`config.mk`:
```
export PLATFORM = sky130hd
export DESIGN_NAME = sprite_blit_engine
export DESIGN_NICKNAME = d
export VERILOG_FILES = /design/src/rtl/sprite_blit_engine.sv
export SDC_FILE = /design/constraint.sdc
export NUM_CORES = 1
export LEC_CHECK = 0
export CORE_ASPECT_RATIO = 0.6
export CORE_MARGIN = 1
export CORE_UTILIZATION = 36
export DETAILED_ROUTE_END_ITERATION = 6
export PLACE_DENSITY_LB_ADDON = 0.3
export SYNTH_ARGS = -nofsm -noshare
export SYNTH_HDL_FRONTEND = slang
export SYNTH_SLANG_ARGS = --single-unit
```
`constraint.sdc`:
```
create_clock -name clk -period 6.55 [get_ports clk]
set_input_delay 1.6375 -clock clk [delete_from_list [all_inputs] [get_ports clk]]
set_output_delay 1.6375 -clock clk [all_outputs]
set_load 0.005 [all_outputs]
```
`src/rtl/sprite_blit_engine.sv`:
```
// Sprite blitter: copies a width/height-prefixed image from one of several
// ROMs into video memory with clipping and a transparent colour key. It can
// also erase a sprite footprint or clear the whole screen.
module sprite_blit_engine #(
  parameter int SCR_W  = 640,
  parameter int SCR_H  = 480,
  parameter int PIX_W  = 6,
  parameter int N_SRC  = 4,
  parameter int ROM_AW = 16,
  parameter logic [PIX_W-1:0] TRANSP = 6'h24,
  parameter logic [PIX_W-1:0] BG     = '0,
  localparam int SW = (N_SRC > 1) ? $clog2(N_SRC) : 1,
  localparam int AW = $clog2(SCR_W * SCR_H),
  localparam int XW = $clog2(SCR_W) + 1,
  localparam int YW = $clog2(SCR_H) + 1
) (
  input  logic                     clk,
  input  logic                     rst,
  input  logic                     cmd_vld,
  output logic                     cmd_rdy,
  input  logic [1:0]               cmd_op,
  input  logic [SW-1:0]            cmd_src,
  input  logic signed [XW-1:0]     cmd_x,
  input  logic signed [YW-1:0]     cmd_y,
  output logic [SW-1:0]            rom_sel,
  output logic [ROM_AW-1:0]        rom_addr,
  input  logic [PIX_W-1:0]         rom_data,
  output logic [AW-1:0]            waddr,
  output logic [PIX_W-1:0]         wdata,
  output logic                     we,
  output logic                     busy,
  output logic                     done
);

  localparam int DW   = 2 * PIX_W;
  localparam int CW   = (XW > YW) ? XW : YW;
  localparam int SXW  = ((CW > DW) ? CW : DW) + 2;
  localparam int NPIX = SCR_W * SCR_H;
  localparam logic [AW-1:0]         LAST_A = AW'(NPIX - 1);
  localparam logic signed [SXW-1:0] S_ZERO = '0;
  localparam logic signed [SXW-1:0] X_LIM  = SXW'(SCR_W);
  localparam logic signed [SXW-1:0] Y_LIM  = SXW'(SCR_H);

  typedef enum logic [2:0] {CLR, IDLE, HDR, DRAW, FIN} state_t;

  state_t state_q, state_d;

  // control registers
  logic                  rst_q;
  logic [AW-1:0]         clr_a_q;
  logic [2:0]            hc_q;
  logic                  pend_q;
  logic                  vld_p1;

  // datapath registers
  logic [1:0]            op_q;
  logic [SW-1:0]         src_q;
  logic signed [XW-1:0]  x_q;
  logic signed [YW-1:0]  y_q;
  logic [PIX_W-1:0]      w_hi_q, w_lo_q, h_hi_q, h_lo_q;
  logic [DW-1:0]         c_q, r_q;
  logic signed [SXW-1:0] sx_p0, sy_p0;
  logic [ROM_AW-1:0]     ptr_q;
  logic [AW-1:0]         waddr_p1;

  logic [DW-1:0]         img_w, img_h, h_now, w_m1, h_m1;
  logic                  hdr_last, pix_last, inb_p0;
  logic [AW-1:0]         lin_p0;

  assign img_w    = {w_hi_q, w_lo_q};
  assign img_h    = {h_hi_q, h_lo_q};
  assign h_now    = {h_hi_q, rom_data};
  assign w_m1     = img_w - DW'(1);
  assign h_m1     = img_h - DW'(1);
  assign hdr_last = (state_q == HDR) && (hc_q == 3'd4);
  assign pix_last = (c_q == w_m1) && (r_q == h_m1);
  assign inb_p0   = (sx_p0 >= S_ZERO) && (sx_p0 < X_LIM) &&
                    (sy_p0 >= S_ZERO) && (sy_p0 < Y_LIM);
  assign lin_p0   = AW'(sy_p0) * AW'(SCR_W) + AW'(sx_p0);
  assign rom_sel  = src_q;

  // State register; reset aborts anything in flight and restarts the clear
  always_ff @(posedge clk) begin
    if (rst) state_q <= CLR;
    else     state_q <= state_d;
  end

  // Next-state and output decode
  always_comb begin
    state_d  = state_q;
    cmd_rdy  = 1'b0;
    busy     = 1'b1;
    done     = 1'b0;
    we       = 1'b0;
    wdata    = rom_data;
    waddr    = waddr_p1;
    rom_addr = '0;
    case (state_q)
      CLR: begin
        // the cycle right after reset is silent so the clear starts cleanly at 0
        we    = !rst_q;
        wdata = BG;
        waddr = clr_a_q;
        if (!rst_q && clr_a_q == LAST_A) state_d = FIN;
      end
      IDLE: begin
        busy    = 1'b0;
        cmd_rdy = 1'b1;
        if (cmd_vld) begin
          case (cmd_op)
            2'b10:   state_d = CLR;
            2'b11:   state_d = FIN;
            default: state_d = HDR;
          endcase
        end
      end
      HDR: begin
        if (hc_q < 3'd4) rom_addr = ROM_AW'(hc_q);
        if (hc_q == 3'd4) begin
          if (img_w == '0 || h_now == '0) state_d = FIN;
          else                            state_d = DRAW;
        end
      end
      DRAW: begin
        if (pend_q) rom_addr = ptr_q;
        else        state_d  = FIN;
        // write stage: ROM word for the previous address is on rom_data now
        if (vld_p1 && rom_data != TRANSP) begin
          we    = 1'b1;
          wdata = op_q[0] ? BG : rom_data;
        end
      end
      FIN: begin
        done    = 1'b1;
        state_d = IDLE;
      end
      default: state_d = CLR;
    endcase
  end

  // Control: header counter, clear address, pixel-pending and write-valid
  always_ff @(posedge clk) begin
    rst_q <= rst;
    if (rst) begin
      clr_a_q <= '0;
      hc_q    <= '0;
      pend_q  <= 1'b0;
      vld_p1  <= 1'b0;
    end else begin
      if (state_q == IDLE)             clr_a_q <= '0;
      else if (state_q == CLR && we)   clr_a_q <= clr_a_q + AW'(1);
      hc_q <= (state_q == HDR) ? hc_q + 3'd1 : 3'd0;
      if (hdr_last)                                 pend_q <= 1'b1;
      else if (state_q == DRAW && pend_q && pix_last) pend_q <= 1'b0;
      vld_p1 <= (state_q == DRAW) && pend_q && inb_p0;
    end
  end

  // Datapath: command latch, header capture, pixel walk (p0 -> p1)
  always_ff @(posedge clk) begin
    if (state_q == IDLE && cmd_vld) begin
      op_q  <= cmd_op;
      src_q <= cmd_src;
      x_q   <= cmd_x;
      y_q   <= cmd_y;
    end
    if (state_q == HDR) begin
      case (hc_q)
        3'd1:    w_hi_q <= rom_data;
        3'd2:    w_lo_q <= rom_data;
        3'd3:    h_hi_q <= rom_data;
        3'd4:    h_lo_q <= rom_data;
        default: ;
      endcase
    end
    if (hdr_last) begin
      c_q   <= '0;
      r_q   <= '0;
      sx_p0 <= SXW'(x_q);
      sy_p0 <= SXW'(y_q);
      ptr_q <= ROM_AW'(4);
    end else if (state_q == DRAW && pend_q) begin
      // --- p0 -> p1: screen address of the pixel whose ROM word is in flight
      waddr_p1 <= lin_p0;
      ptr_q    <= ptr_q + ROM_AW'(1);
      if (c_q == w_m1) begin
        c_q   <= '0;
        sx_p0 <= SXW'(x_q);
        r_q   <= r_q + DW'(1);
        sy_p0 <= sy_p0 + SXW'(1);
      end else begin
        c_q   <= c_q + DW'(1);
        sx_p0 <= sx_p0 + SXW'(1);
      end
    end
  end

endmodule

```
Word-level counts from Yosys, hierarchy flattened --
Index checks and enable logic that the tools add are counted.
Cells by class: reductions and logical operators 30, eq/ne operators 18, multipliers 1, add/sub/neg operators 10, order comparisons 5, bitwise operators 2, multiplexer cells 28
Operators by type and width (number):
- 2-to-1 mux 14 bit | 6
- one-hot mux 16 bit (2 select lines) | 1
- adder 14 x 2 -> 14 bit, second input constant | 2
- >= comparator 14 x 1 -> 1 bit, second input constant | 2
- adder 12 x 1 -> 12 bit, second input constant | 2
- equality test 12 bit | 2
- zero test 12 bit | 2
- subtractor 12 x 1 -> 12 bit, second input constant | 2
- adder 19 x 1 -> 19 bit, second input constant | 1
- adder 19 x 14 -> 19 bit | 1
- equality test 19 bit, second input constant | 1
- 2-to-1 mux 19 bit | 1
- 2-to-1 mux 3 bit | 6
- adder 16 x 1 -> 16 bit, second input constant | 1
- 2-to-1 mux 16 bit | 1
- one-hot mux 3 bit (5 select lines) | 1
- < comparator 14 x 10 -> 1 bit, second input constant | 1
- < comparator 14 x 11 -> 1 bit, second input constant | 1
- multiplier 14 x 4 -> 12 bit, second input constant | 1
- AND reduction 2 bit | 7
- equality test 3 x 2 -> 1 bit, second input constant | 4
- logical AND 1 bit | 12
- 2-to-1 mux 12 bit | 1
- 2-to-1 mux 6 bit | 2
- 19 further kinds | 33
Storage, ports and cells: bits of input ports 34, flip-flop bits (word level) 163, output and inout bits 47, logic and storage cells 114

Longest topological paths before layout --
Gate-level depths: netlist of run 1.
depth after elaboration 6, gate-level depth with buffers 15, gate-level depth less buffers 15

Worst setup path after synthesis of run 1 --
Ideal clock, no wire load.
path type input to output, start input rom_data[0], end output wdata[0], path slack 2019 ps, arrival 2894 ps, path buffers 0, data required time 4912 ps, stages 5, path through or4_1 -> o211ai_1 -> inv_1 -> a21oi_1 -> and2_1
Between the ends: longest elaborated chain between the ends 4, elaborated cells between the ends (all ways) 5, those cells by class eq/ne (1); mux (3); reduce/logical (1)
RTL lines:
- start, declared | RTL line 27 | input logic [PIX_W-1:0] rom_data,
- != test 6 bit | RTL line 128 | if (vld_p1 && rom_data != TRANSP) begin
- logical AND 1 bit | RTL line 128
- 2-to-1 mux 6 bit | RTL line 128
- one-hot mux 6 bit (2 select lines) * | RTL line 98 | case (state_q)
- end, declared | RTL line 29 | output logic [PIX_W-1:0] wdata,
Mark *: on every way between the ends. The rest lies on a longest branch, timed or not.

Worst setup path in the final report of run 1 --
start input rom_data[3], end output wdata[0]
Between the ends: longest elaborated chain between the ends 4
RTL lines (RTL line):
- != test 6 bit | 128
- logical AND 1 bit | 128
- 2-to-1 mux 6 bit | 128
- one-hot mux 6 bit (2 select lines) | 98
No other way between the ends.

==> run metrics, run 1 <==
status finished, final reports clean; peak supply drop 0.1945 mV; H-tree Lvls 4; wire per inst 16.82 µm; crit path cell chain clkdlybuf4s50_1, or4_1, o211ai_1, inv_1, a21oi_1, and2_1, clkdlybuf4s50_1; Final Hold Vio Count 0; Post-Layout Cell Count 1272; Final TNS setup 0 ns; total CTS buffers 17; number of placed instances, taps included 1239; Final Core Density between 40 and 50%; largest net degree at the start of global routing 42; WL met2 8182 µm; Worst-Skew Late Latency 0.44 ns; placed instance area approximately 0.010 mm²; min Tclk post-route 5.920 ns; Yosys top cell by area edfxtp_1; fraction of registers with async set/reset 0%; initial core utilization between 30% and 40%; hold wc startpoint r_q[11]$_SDFFE_PP0P_; RSZ-0062 raised after global routing false; crit share post-route 90.39%; synth unique cells slightly below 70; DRT iter0 DRCs 425; pre-CTS setup slack slightly below 0.6 ns; Synth Instances approximately 860; Max Clk Rate between 150 and 200 MHz; clk buf depth 2; fillers 2329; vias in the first global route 5929; commonest non-fill, non-tap cell in the layout edfxtp_1; # rows 44; GP Congestion 0.8283; number of synthesized register bits 163; HPWL Detailed 15650 µm; synthesized cell area 0.008976 mm²; CTS clk-pin slew, worst paths 0.06 ns; worst hold endpoint r_q[11]$_SDFFE_PP0P_; ys flop type edfxtp_1; worst r2r path cells 13; Die H 124.3 µm; Final #Nets 1017; Slew @ Worst Pin 0.7303 ns; drt first pass iters 5; Crit. End Element primary output; static leakage a little over 4 nW; die width between 200 and 250 µm; Worst slew margin 51.32%; post-route ant nets 0; fraction of layout cells with a size suffix above 1 9.273%; clock sinks 163; Hold Path Stages 2; PwrDens 198.0 mW/mm²; Max stage delay on crit path 0.59 ns; Crit path required time 4.91 ns; syn nets 938; # DRC 0; Slew Viols, Final 0; Top Family by Delay on Critical Path buffers and inverters; PostCTS Resize Cnt 0; Arr. time, crit path 4.28 ns; CTS tree built; uppermost layer routed met4; most frequent cells in the layout edfxtp_1, clkdlybuf4s50_1, nor2_1, nand2_1, dfxtp_1; Final Cell Area approximately 0.011 mm²; R2R setup slack 2.64 ns; reg2reg start sy_p0[2]$_DFFE_PP_; routed wire length 21390 µm; Max-Cap Viols 0; final setup margin 0.6297 ns; M1 WL 11690 µm; crit path kind input pin to primary output; antenna violations before repair 1; Layout area overhead 19.04%; Post-CTS Setup Bufs 0; die area about 0.026 mm²; vias 6399; DR WL met3 1334 µm; total overflow reported by the global router 0; WP buf/inv 3; reg2reg end waddr_p1[18]$_DFFE_PP_; Clock Skew 0.01388 ns; crit-path most repeated cell clkdlybuf4s50_1; total track usage 17.27%; number of flops mapped to enable cells by yosys 95; CORE AREA 0.02433 mm²; endpoints failing setup 0; Yosys Warn Count 0; HP Class register to register; Avg Inst Size Synth 10.47 µm²; critical-path maximum fanout 6; first-pass GRT wire length between 30000 and 40000 µm; Synth top area share 31.78%; Root Driver clkbuf_16; IO Pins around 80; I/O Buffers 80; top post-synthesis cells by area edfxtp_1, dfxtp_1, ha_1, xor2_1, xnor2_1; CTS Hold Bufs 0; Worst setup SP type input pin; sequential share of the synthesized area 46.95%; vias per std cell just over 5; Critical-path top delay cell or4_1
==> routing by layer <==
layer  up-vias  track usage (%)
met3        18            4.971
met1      3004            27.93
li1       3216                -
met4         0            4.412
met5         -                0
met2       161            21.55
==> power breakdown <==
part / total [mW] / internal [mW] / switching (mW) / leakage, nW
Combinational: 0.0379 / 0.0240 / 0.0139 / 2.34
Sequential: 1.08 / 1.08 / 0.00219 / 1.40
Clock: 0.996 / 0.588 / 0.409 / 0.288
Total: 2.12 / 1.69 / 0.425 / 4.03
==> metrics by stage <==
stage / power (mW) / hold WS (ns)
final: 2.115 / 0.4835
after global routing: 2.186 / 0.5066
after CTS: 2.140 / 0.4837
after detailed placement: 1.141 / 0.4749
after global placement: 1.141 / 0.4713
after floorplan: 1.112 / 0.4552
==> worst max-delay path by stage <==
stage	start	endpoint	depth (start not counted)
after CTS	rom_data[3]	wdata[0]	7
after detailed placement	rom_data[3]	wdata[0]	7
final	rom_data[3]	wdata[0]	7
after floorplan	rom_data[0]	wdata[0]	5
after global placement	rom_data[3]	wdata[5]	7
after global routing	rom_data[3]	wdata[0]	7
==> synthesized netlist by cell type, types with 2 or more instances <==
cell type	count
a31oi_1	4
dfxtp_1	68
or2_2	3
or4_1	8
o21a_1	2
nor2_1	77
nor4_1	10
nand2_1	76
and2_1	24
nor4b_1	2
mux2_2	24
xnor2_1	46
or3_1	6
nand2b_1	12
mux2_4	10
a22o_1	3
clkbuf_1	18
nor4_4	3
buf_2	4
and3_1	23
and4_1	4
nand4_1	14
xor2_1	62
a21boi_0	2
inv_1	33
mux2i_1	11
o21bai_1	3
o41ai_1	2
edfxtp_1	95
o31ai_1	2
nand3_1	44
ha_1	45
nor3b_1	4
a21oi_1	37
nor3_1	13
a211oi_1	3
o21ai_0	19
o211ai_1	7
nor2b_1	3
fa_1	2
==> worst reg2reg max path: stages, from the launching register on <==
cell      delay, ns
edfxtp_1       0.47
ha_1           0.36
ha_1           0.29
a21o_1         0.17
a21oi_1        0.23
o21bai_1       0.09
a21oi_1        0.24
xnor2_1        0.17
ha_1           0.27
a21oi_1        0.18
or4b_2         0.61
a31o_2         0.26
a21oi_1        0.17
xnor2_1        0.13
==> flip-flops by register name, summed over array words and instances, names as in the netlist, 6 cells and up <==
register / flops
w_hi_q: 6
h_hi_q: 6
clr_a_q: 19
c_q: 12
ptr_q: 16
x_q: 11
waddr_p1: 19
y_q: 10
h_lo_q: 6
w_lo_q: 6
r_q: 12
sy_p0: 14
sx_p0: 14
==> cell type report <==
| class | instances | area [µm²] | share of cell area (%) |
|---|---|---|---|
| multi-input combinational | 636 | 4516 | 42.26 |
| sequential | 163 | 4214 | 39.44 |
| timing repair buffer | 85 | 838.3 | 7.845 |
| clock buffer | 24 | 514.2 | 4.813 |
| tap | 322 | 402.9 | 3.771 |
| inverter | 33 | 123.9 | 1.159 |
| clock inverter | 8 | 73.82 | 0.6909 |
| antenna | 1 | 2.502 | 0.02342 |
==> logic make-up after synthesis <==
group           synth area share (%)
mux                            5.910
fa+ha+maj                      6.719
compound gates                 6.942
xor+xnor                       10.54
simple gates                   20.09
flops                          46.95
buf+inv                        2.857
(Power assumes the default switching activity.)
==> run 2: changes to the inputs <==
--- a/config.mk
+++ b/config.mk
@@ -9,7 +9,10 @@
 export CORE_MARGIN = 1
 export CORE_UTILIZATION = 36
 export DETAILED_ROUTE_END_ITERATION = 6
+export GPL_ROUTABILITY_DRIVEN = 0
 export PLACE_DENSITY_LB_ADDON = 0.3
+export REMOVE_ABC_BUFFERS = 1
+export SKIP_CTS_REPAIR_TIMING = 1
 export SYNTH_ARGS = -nofsm -noshare
 export SYNTH_HDL_FRONTEND = slang
 export SYNTH_SLANG_ARGS = --single-unit
==> run metrics, run 2 (synthesis gave the netlist of run 1 again) <==
post-route ant nets 0; total overflow reported by the global router 0; I/O Buffers 80; Hold Path Stages 2; total track usage 16.73%; # DRC 0; largest net degree at the start of global routing 46; Clock power frac around 49%; Root Driver clkbuf_16; Crit path required time just under 5 ns; footprint of the multi-input gates 0.004516 mm²; CTS clk-pin slew, worst paths 0.06 ns; peak supply drop ~0.18 mV; most frequent cells in the layout edfxtp_1, clkdlybuf4s50_1, nor2_1, nand2_1, dfxtp_1; placed instance area roughly 0.010 mm²; routed wire length 20260 µm; critical-path maximum fanout 6; Max Clk Rate 166.6 MHz; CORE AREA 0.02433 mm²; first-pass GRT wire length 32990 µm; fraction of layout cells with a size suffix above 1 9.454%; Worst-Skew Late Latency 0.44 ns; Final Cell Area about 0.011 mm²; DRT iter0 DRCs 433; wire per inst 15.90 µm; crit path kind input pin to primary output; Final TNS setup 0 ns; status finished, final reports clean; worst hold endpoint c_q[1]$_SDFFE_PP0P_; clk buf depth 2; Clock Skew 0.009143 ns; hold wc startpoint c_q[1]$_SDFFE_PP0P_; P_int 1.776 mW; H-tree Lvls 4; die area 0.02559 mm²; antenna violations before repair 0; pre-CTS setup slack 0.4647 ns; initial core utilization 36.89%; CTS tree built; vias per std cell 5.006; worst r2r path cells 13; Max-Cap Viols 0; PwrDens 204.5 mW/mm²; commonest non-fill, non-tap cell in the layout edfxtp_1; crit share post-route between 90 and 100%; reg2reg end waddr_p1[18]$_DFFE_PP_; Slew @ Worst Pin 0.7970 ns; HP Class register to register; HPWL Detailed 15050 µm; R2R setup slack 2.71 ns; Final Core Density 44.14%; final setup margin 0.5460 ns; drt first pass iters 5; Slew Viols, Final 0; static leakage roughly 4.0 nW; clock sinks 163; Flop pwr share roughly half; Die H 124.3 µm; RSZ-0062 raised after global routing false; vias in the first global route 6054; Arr. time, crit path 4.37 ns; endpoints failing setup 0; Net Switching 0.4201 mW; sequential cell area roughly 0.0042 mm²; Final #Nets 1020; # rows 44; reg2reg start sy_p0[2]$_DFFE_PP_; n_diodes 0; Layout area overhead 19.67%; vias approximately 6400; IO Pins 81; Crit. End Element primary output; total CTS buffers 17; fillers 2361; die width 205.9 µm; min Tclk post-route 6.004 ns; Final Hold Vio Count 0; combinational fraction of design power roughly 1.8%; Hold Slack roughly 0.5 ns; Switching Share between 10% and 20%; Worst slew margin 46.38%; Worst setup SP type input pin; Largest regs clr_a_q x19, waddr_p1 x19, ptr_q x16
[run 2: per-layer routing]
metal | GRT usage (%) | part of all wire (%)
met3 | 3.898 | 5.9
met5 | 0 | 0
met2 | 22.76 | 40
met1 | 26.05 | 52
met4 | 4.239 | 1.2
[run 2: area by class of cell]
type | instances | area share (%)
Sequential cell | 163 | 39.23
Inverter | 33 | 1.153
Tap cell | 322 | 3.751
Timing Repair Buffer | 88 | 8.014
Multi-Input combinational cell | 636 | 42.04
Clock inverter | 11 | 1.712
Clock buffer | 21 | 4.100
[run 2: how the worst max path moves through the flow]
stage	startpoint	endpoint
CTS	rom_data[0]	wdata[5]
detailed placement	rom_data[0]	wdata[5]
global route	rom_data[0]	wdata[5]
finish	rom_data[0]	wdata[5]
global placement	rom_data[0]	wdata[2]
floorplan	rom_data[0]	wdata[0]
[run 2: worst max-delay path, cell delays in order]
cell and delay [ns]:
clkdlybuf4s50_1 0.55, or4_1 0.66, o211ai_1 0.32, inv_1 0.09, a21oi_1 0.41, and2_1 0.20, clkdlybuf4s50_1 0.50
[run 2: power groups by stage]
stage / sequential [mW] / clock, mW / combinational [mW]
global placement: 1.10 / 0 / 0.0404
CTS: 1.08 / 1.10 / 0.0407
detailed placement: 1.10 / 0 / 0.0404
floorplan: 1.10 / 0 / 0.00774
finish: 1.08 / 1.07 / 0.0402
global route: 1.08 / 1.15 / 0.0433
[run 2: metrics by stage]
stage / std cells / total power, mW
floorplan: 832 / 1.111
global placement: 1242 / 1.144
detailed placement: 1242 / 1.144
CTS: 1274 / 2.220
global route: 1274 / 2.272
finish: 1274 / 2.196
==> run 3: changes to the inputs <==
==> constraint.sdc (replaced) <==
create_clock -name clk -period 7 [get_ports clk]
set_input_delay 1.75 -clock clk [delete_from_list [all_inputs] [get_ports clk]]
set_output_delay 1.75 -clock clk [all_outputs]
set_load 0.005 [all_outputs]
==> run metrics, run 3 (synthesis gave the netlist of run 1 again) <==
Worst-Skew Late Latency 0.43 ns; peak supply drop 0.1747 mV; I/O Buffers 80; Final TNS setup 0 ns; n_diodes 0; WP buf/inv 3; clock sinks 163; Crit. End Element primary output; Worst setup SP type input pin; most frequent cells in the layout edfxtp_1, clkdlybuf4s50_1, nor2_1, nand2_1, dfxtp_1; CTS tree built; fraction of layout cells with a size suffix above 1 9.979%; largest net degree at the start of global routing 46; crit share post-route 87.39%; drt first pass iters 5; Max Clk Rate 163.5 MHz; endpoints failing setup 0; routed wire length 20410 µm; total CTS buffers 17; IO Pins 81; Crit path required time 5.25 ns; crit-path most repeated cell clkdlybuf4s50_1; fillers between 2000 and 2500; Layout area overhead 19.74%; Slew Viols, Final 0; crit path cell chain clkdlybuf4s50_1, or4_1, o211ai_1, inv_1, a21oi_1, and2_1, clkdlybuf4s50_1; total overflow reported by the global router 0; Max stage delay on crit path 0.59 ns; Final #Nets 1020; Final Hold Vio Count 0; crit path kind input pin to primary output; Arr. time, crit path between 4 and 5 ns; critical-path maximum fanout 6; initial core utilization roughly 37%; HP Class register to register; Top Family by Delay on Critical Path buffers and inverters; # rows 44; Root Driver clkbuf_16; DRT iter0 DRCs 388; Worst slew margin between 40 and 50%; PwrDens approximately 190 mW/mm²; total track usage 16.80%; Post-Layout Cell Count 1274; Die H ~120 µm; antenna violations before repair 0; # DRC 0; clk buf depth 2; post-route ant nets 0; commonest non-fill, non-tap cell in the layout edfxtp_1; wire per inst 16.02 µm; vias in the first global route 6000; die width 205.9 µm; first-pass GRT wire length ~33000 µm; vias 6423; Max-Cap Viols 0; H-tree Lvls 4; Clock Skew 0.007258 ns; static leakage just over 4 nW; CORE AREA 0.02433 mm²; die area 0.02559 mm²; status finished, final reports clean; vias per std cell approximately 5.0; Final Core Density 44.17%; Slew @ Worst Pin 0.7921 ns; Largest regs clr_a_q x19, waddr_p1 x19, ptr_q x16; HPWL Detailed 15100 µm; number of placed instances, taps included 1242; min Tclk post-route a little over 6 ns; Critical-path top delay cell or4_1; RSZ-0062 raised after global routing false; CTS clk-pin slew, worst paths 0.06 ns
-- run 3: cell count changes in the layout (fill, tap and decap cells not counted), sizes merged --
| cell | previous run | this run |
|---|---|---|
| clkinv | 3 | 5 |
| clkbuf | 21 | 20 |
| inv | 33 | 36 |
| clkinvlp | 3 | 2 |
| bufinv | 5 | 2 |
-- run 3: final cells by class --
class	instances	area (µm²)	area share, %
Clock inverter	12	141.4	1.315
Inverter	33	123.9	1.153
Timing Repair Buffer	88	860.8	8.009
Sequential cell	163	4214	39.21
Multi-Input combinational cell	636	4516	42.01
Clock buffer	20	489.2	4.552
Tap cell	322	402.9	3.749
-- run 3: path summary, 6_finish.rpt --
path / from / end / slack (ns) / depth (start not counted)
worst min-delay path: c_q[1]$_SDFFE_PP0P_ / c_q[1]$_SDFFE_PP0P_ / 0.50 / 2
worst min register to register: c_q[1]$_SDFFE_PP0P_ / c_q[1]$_SDFFE_PP0P_ / 0.50 / 2
worst max-delay path: rom_data[0] / wdata[1] / 0.88 / 7
worst max register to register: sy_p0[2]$_DFFE_PP_ / waddr_p1[18]$_DFFE_PP_ / 3.13 / 13
-- run 3: per-layer routing --
metal | global-route usage [%] | part of all wire, %
met2 | 22.70 | 40
met1 | 26.09 | 54
met3 | 4.212 | 4.8
met5 | 0 | 0
met4 | 4.282 | 1.1
-- run 3: report_power, final --
group	switching, mW	internal [mW]
Sequential	0.00222	1.01
Combinational	0.0141	0.0235
Clock	0.408	0.583
-- run 3: per-stage QoR --
stage / hold slack (ns) / setup WS [ns] / instance area [µm²] / power (mW)
6_report: 0.4966 / 0.8827 / 10750 / 2.040
4_1_cts: 0.5006 / 0.8348 / 10750 / 2.067
5_1_grt: 0.5291 / 0.7050 / 10750 / 2.107
3_5_place_dp: 0.4916 / 0.8369 / 10120 / 1.070
3_3_place_gp: 0.4810 / 0.8587 / 10120 / 1.070
2_1_floorplan: 0.4552 / 2.242 / 8843 / 1.039
-- run 3: worst reg2reg max path, delay by kind of cell (launching register included) --
kind            cells  cell delay [ns]
simple gates        1             0.62
flops               1             0.47
xor+xnor            2             0.25
compound gates      7             1.35
fa+ha+maj           3             0.93
